### config.mk
export PLATFORM = sky130hd
export DESIGN_NAME = sipo_load_gen
export DESIGN_NICKNAME = d
export VERILOG_FILES = /design/src/rtl/sipo_load_gen.sv
export SDC_FILE = /design/constraint.sdc
export NUM_CORES = 1
export LEC_CHECK = 0
export BUFFER_PORTS_ARGS = -buffer_cell sky130_fd_sc_hd__clkbuf_2
export CORE_AREA = 4 4 41 43
export DETAILED_ROUTE_END_ITERATION = 7
export DIE_AREA = 0 0 45 47
export PLACE_DENSITY = 0.57
export SETUP_SLACK_MARGIN = 0.2
export SLEW_MARGIN = 5
export SYNTH_ARGS = -nofsm -noshare
export SYNTH_HDL_FRONTEND = slang
export SYNTH_SLANG_ARGS = --single-unit
### constraint.sdc
create_clock -name CLK -period 1 [get_ports CLK]
set_input_delay 0.2 -clock CLK [delete_from_list [all_inputs] [get_ports CLK]]
set_output_delay 0.2 -clock CLK [all_outputs]
set_load 0.03 [all_outputs]
### src/rtl/sipo_load_gen.sv
// sipo_load_gen: serial-to-parallel loader feeding an enable-gated register.
// Shifts a WIDTH-bit serial frame into a private shift register and, once the
// frame is complete, loads it onto D and pulses EN for exactly one cycle.
// Partial frames never reach D.
//
// Parameters:
//   WIDTH       data word width (1..32)
//   EN_POLARITY active level of EN
//   MSB_FIRST   1: first serial bit ends in D[WIDTH-1]; 0: first bit ends in D[0]
//
// Ports:
//   CLK    clock, rising edge
//   SRST   synchronous active-low reset
//   SIN    serial data bit
//   SVALID SIN valid this cycle
//   START  current SIN is bit 0 of a frame (qualified by SVALID)
//   D      assembled word (registered)
//   EN     one-cycle load strobe for D (registered)
//   BUSY   frame partially received (registered)
//   ERR    one-cycle parity-error strobe (registered)
//
// Optional feature macro: SIPO_PARITY_CHECK_EN
//   When defined, each frame carries a trailing even-parity bit; a mismatch
//   pulses ERR and drops the frame. When undefined ERR is constant 0.

module sipo_load_gen #(
   parameter int unsigned WIDTH       = 2,
   parameter logic        EN_POLARITY = 1'b1,
   parameter logic        MSB_FIRST   = 1'b1
) (
   input  logic             CLK,
   input  logic             SRST,
   input  logic             SIN,
   input  logic             SVALID,
   input  logic             START,
   output logic [WIDTH-1:0] D,
   output logic             EN,
   output logic             BUSY,
   output logic             ERR
);

   localparam int unsigned    CNT_W    = $clog2(WIDTH + 1);
   localparam logic [CNT_W-1:0] LAST_CNT = CNT_W'(WIDTH - 1);

   typedef enum logic [1:0] {
      S_IDLE   = 2'd0,
      S_SHIFT  = 2'd1,
      S_COMMIT = 2'd2
`ifdef SIPO_PARITY_CHECK_EN
      ,S_PAR   = 2'd3
`endif
   } state_e;

   // State entered once the last data bit has been captured.
`ifdef SIPO_PARITY_CHECK_EN
   localparam state_e S_FULL = S_PAR;
`else
   localparam state_e S_FULL = S_COMMIT;
`endif

   // State entered after capturing bit 0 (a 1-bit frame is already full).
   localparam state_e S_FIRST = (WIDTH == 1) ? S_FULL : S_SHIFT;

   state_e             state_q, state_d;
   logic [CNT_W-1:0]   cnt_q, cnt_d;
   logic [WIDTH-1:0]   shreg_q, shreg_d;
   logic [WIDTH-1:0]   d_q, d_d;
   logic               en_q, en_d;
   logic               busy_q, busy_d;
   logic               err_q, err_d;
   logic               start_c;

   assign start_c = SVALID & START;

   // Bit 0 of a frame lands at the end the shift moves away from.
   function automatic logic [WIDTH-1:0] first_bit(input logic b);
      if (MSB_FIRST) first_bit = WIDTH'(b);
      else           first_bit = WIDTH'(b) << (WIDTH - 1);
   endfunction

   function automatic logic [WIDTH-1:0] shift_in(input logic [WIDTH-1:0] cur,
                                                 input logic             b);
      if (MSB_FIRST) shift_in = (cur << 1) | WIDTH'(b);
      else           shift_in = (cur >> 1) | (WIDTH'(b) << (WIDTH - 1));
   endfunction

   // State and output registers.
   always_ff @(posedge CLK) begin
      if (!SRST) begin
         state_q <= S_IDLE;
         cnt_q   <= '0;
         shreg_q <= '0;
         d_q     <= '0;
         en_q    <= ~EN_POLARITY;
         busy_q  <= 1'b0;
         err_q   <= 1'b0;
      end else begin
         state_q <= state_d;
         cnt_q   <= cnt_d;
         shreg_q <= shreg_d;
         d_q     <= d_d;
         en_q    <= en_d;
         busy_q  <= busy_d;
         err_q   <= err_d;
      end
   end

   // Next-state and shift datapath.
   always_comb begin
      state_d = state_q;
      cnt_d   = cnt_q;
      shreg_d = shreg_q;
      case (state_q)
         S_IDLE: begin
            if (start_c) begin
               shreg_d = first_bit(SIN);
               cnt_d   = CNT_W'(1);
               state_d = S_FIRST;
            end
         end
         S_SHIFT: begin
            if (start_c) begin
               // Restart: the partial frame is silently dropped.
               shreg_d = first_bit(SIN);
               cnt_d   = CNT_W'(1);
               state_d = S_FIRST;
            end else if (SVALID) begin
               shreg_d = shift_in(shreg_q, SIN);
               cnt_d   = cnt_q + CNT_W'(1);
               if (cnt_q == LAST_CNT) state_d = S_FULL;
            end
         end
         S_COMMIT: begin
            // Back-to-back frames may start on the commit cycle.
            if (start_c) begin
               shreg_d = first_bit(SIN);
               cnt_d   = CNT_W'(1);
               state_d = S_FIRST;
            end else begin
               state_d = S_IDLE;
            end
         end
`ifdef SIPO_PARITY_CHECK_EN
         S_PAR: begin
            if (start_c) begin
               shreg_d = first_bit(SIN);
               cnt_d   = CNT_W'(1);
               state_d = S_FIRST;
            end else if (SVALID) begin
               state_d = ((^shreg_q) ^ SIN) ? S_IDLE : S_COMMIT;
            end
         end
`endif
         default: begin
            state_d = S_IDLE;
         end
      endcase
   end

   // Registered outputs: D/EN load in COMMIT, BUSY follows the next state.
   always_comb begin
      d_d    = d_q;
      en_d   = ~EN_POLARITY;
      busy_d = (state_d == S_SHIFT);
      err_d  = 1'b0;
      if (state_q == S_COMMIT) begin
         d_d  = shreg_q;
         en_d = EN_POLARITY;
      end
`ifdef SIPO_PARITY_CHECK_EN
      if (state_d == S_PAR) busy_d = 1'b1;
      if ((state_q == S_PAR) && SVALID && !START && ((^shreg_q) ^ SIN))
         err_d = 1'b1;
`endif
   end

   assign D    = d_q;
   assign EN   = en_q;
   assign BUSY = busy_q;
   assign ERR  = err_q;

endmodule

==> results_dict.tcl <==
set metrics [dict create \
    clk_path_buf_depth 2 \
    grtUsageTotal_pct 9.29 \
    pin_count 10 \
    final_util_pct 47.6 \
    worst-r2r-cell-count 3 \
    place.gp.congestion 0.722 \
    insertion_delay_ps 270 \
    preCtsSetupSlack_ps 9.43 \
    drtAntennaViolNets 0 \
    leakage_nw 0.257 \
    cts_num_sinks 10 \
    r2r_slack_ps 20 \
    comb_power_share_pct 10.9 \
    path_cells "nor2b_4 > a31oi_1 > o211a_1" \
    status "complete, no violations" \
    p_seq_share_pct 47.3 \
    dp_hpwl_um 549 \
    power.internal_w 0.000678 \
    clk_pin_slew_ps 70 \
    critPathBufInv 0 \
    seq_area_frac_synth_pct 45.5 \
    grtUsageMet3_pct 3.45 \
    syn_avg_cell_area_um2 9.57 \
    cts_tree "built" \
    die_y_um 47 \
    grt_max_degree 13 \
    design_area_um2 619 \
    worstReg2RegEnd "cnt_q[0]$_SDFFE_PN0P_" \
    cp_top_family "flip-flops" \
    critPathLaunch "state_q[0]$_SDFF_PN0_" \
    critPathLaunchType "flip-flop" \
    final_nets 65 \
    min_path_type "in -> reg" \
    setup_violations 0 \
    wl_per_cell_um 10.5 \
    total_power_w 0.000894 \
    coreArea_um2 1300 \
    rows 13 \
    syn_area_um2 440 \
    synth-seq-cells 10 \
    drv_cap 0 \
    p_per_area_nw_per_um2 1440 \
    grt-ovfl-total 0 \
    syn_inst 46 \
    min_to "shreg_q[0]$_SDFFE_PN0P_" \
    layout_min_cycle_time_ps 983 \
    io_buffers 8 \
    drtPass1Iterations 4 \
    synth_edf_count 0 \
    grt_pass1_wl_um 1330 \
    drc 0 \
    crit_slowest_cell "dfxtp_4" \
    start_util_pct 33.8 \
    clock-root-buffer "clkbuf_4" \
    switching_share_pct 24.2 \
    hold_depth 3 \
    max_stage_delay_ps 380 \
    whs_ps 149 \
    fmax_ghz 1.02 \
    yosysMostFrequentCell "dfxtp_1" \
    drv_slew 0 \
    fin_worst_skew_ps 0.215 \
    arrival_ps 1150 \
    area_delta_synth_final_pct 40.6 \
    cp.required_ps 1170 \
    cts_buffers 3 \
    place_area_um2 495 \
    grt_util_met2_pct 13.0 \
    first_iter_violations 6 \
    ctsHoldBuffers 0 \
    insertedDiodeCount 0 \
    ys.flop_type "dfxtp_1" \
    p_clk_share_pct 41.8 \
    syn_nets 52 \
    synth_top_area_cell "dfxtp_1" \
    r2r_start "state_q[0]$_SDFF_PN0_" \
    routed_wl_um 765 \
    hold_violations 0 \
    finalWorstSetupSlack_ps 17.1 \
    grt_setup_unrepaired "yes" \
    grt-busiest-layer "met2" \
    ir_worst_vdd_mv 0.798 \
    switchingPower_w 0.000216 \
    synth_common_cells "dfxtp_1, nand2_1, mux2i_1" \
    die_w_um 45 \
    num_vias 353 \
    drive_above_1_share_pct 48.3 \
    worstPathMaxFanout 6 \
    grt_pass1_vias 321 \
    viasPerCell 4.84 \
    end_kind "flip-flop" \
    synth-async-reset-ratio_pct 0 \
    yosysTopAreaCellShare_pct 45.5 \
    synth.distinct_cells 22 \
    antenna_found_initial 0 \
    synth.area.top_cells "dfxtp_1, mux2i_1, nand2_1" \
    fin_crit_sh_pct 98.3 \
    globalRouteMet1Util_pct 10.8 \
    synth.yosys.warnings 0 \
    htree_levels 1 \
    path_class "reg -> reg" \
    die-area_um2 2120 \
    min-delay-start "SIN" \
]
[sequential cells by signal (all words and copies together) (netlist names)]
name     flops
BUSY         1
D            2
EN           1
cnt_q        2
shreg_q      2
state_q      2
[cells by family after synthesis]
kind of cell / count (synthesis) / synth area share [%]
flops: 10 / 45.5
buf+inv: 3 / 3.69
compound gates: 7 / 11.9
other cells: 1 / 0.851
mux: 5 / 11.4
simple gates: 19 / 23.9
fa+ha+maj: 1 / 2.84
[worst reg2reg max path: cells and delay by family, from the launching register on]
kind | cells | cell delay, ps
flops | 1 | 380
compound gates | 2 | 310
simple gates | 1 | 190
[per-stage QoR]
stage | std cells | TNS (ps)
floorplan | 46 | 0
global placement | 68 | 0
detailed placement | 68 | 0
CTS | 72 | 0
global route | 73 | -27.8
finish | 73 | 0
[worst max-delay path by stage]
stage,slack [ps],to,depth (start not counted)
2_1_floorplan,80,cnt_q[0]$_SDFFE_PN0P_,3
3_3_place_gp,2,D[1]$_SDFFE_PN0P_,3
3_5_place_dp,9,D[0]$_SDFFE_PN0P_,3
4_1_cts,30,cnt_q[0]$_SDFFE_PN0P_,3
5_1_grt,-20,cnt_q[0]$_SDFFE_PN0P_,3
6_report,20,cnt_q[0]$_SDFFE_PN0P_,3
[cell usage in the layout, fill, tap and decap left out]
cell / Yosys / layout
clkbuf_8: 0 / 1
clkbuf_2: 0 / 4
o211ai_1: 1 / 1
ha_4: 0 / 1
buf_8: 0 / 4
a21boi_1: 0 / 1
buf_4: 1 / 2
a21o_1: 1 / 1
dfxtp_1: 10 / 2
and2_1: 1 / 1
o21ai_4: 0 / 1
clkbuf_4: 0 / 3
nor2b_1: 3 / 3
nor2_1: 4 / 4
nand2_1: 6 / 6
mux2i_1: 5 / 5
nand3b_1: 2 / 2
a31oi_1: 1 / 1
a21oi_2: 0 / 1
inv_2: 0 / 1
dfxtp_4: 0 / 1
conb_1: 1 / 1
nor2b_4: 1 / 2
nand3_1: 1 / 1
o211a_1: 1 / 1
dfxtp_2: 0 / 7
[layer usage]
layer,up-vias,wire [um]
met5,-,0
met2,7,348
li1,179,-
met3,4,40
met1,163,352
met4,0,25
[power groups by stage]
stage                     combinational (W)  sequential, W  clock (W)
after floorplan                   0.0000556       0.000433          0
after global placement            0.0000841       0.000429          0
after detailed placement          0.0000827       0.000429          0
after CTS                         0.0000954       0.000422   0.000373
after global routing               0.000108       0.000425   0.000396
final                             0.0000975       0.000423   0.000373
[layout make-up]
class | instances | area [um^2]
clock buffer | 4 | 36.3
tap | 15 | 18.8
timing repair buffer | 10 | 95.1
multi-input combinational | 33 | 253
fill | 129 | 682
inverter | 1 | 3.75
sequential | 10 | 213
[repair_timing]
action,CTS,global route
pin swaps,5,0
endpoints found under the setup margin,13,13
setup buffers,0,1
resized for setup,22,4
Note: power is estimated with default switching activity, not from simulation.
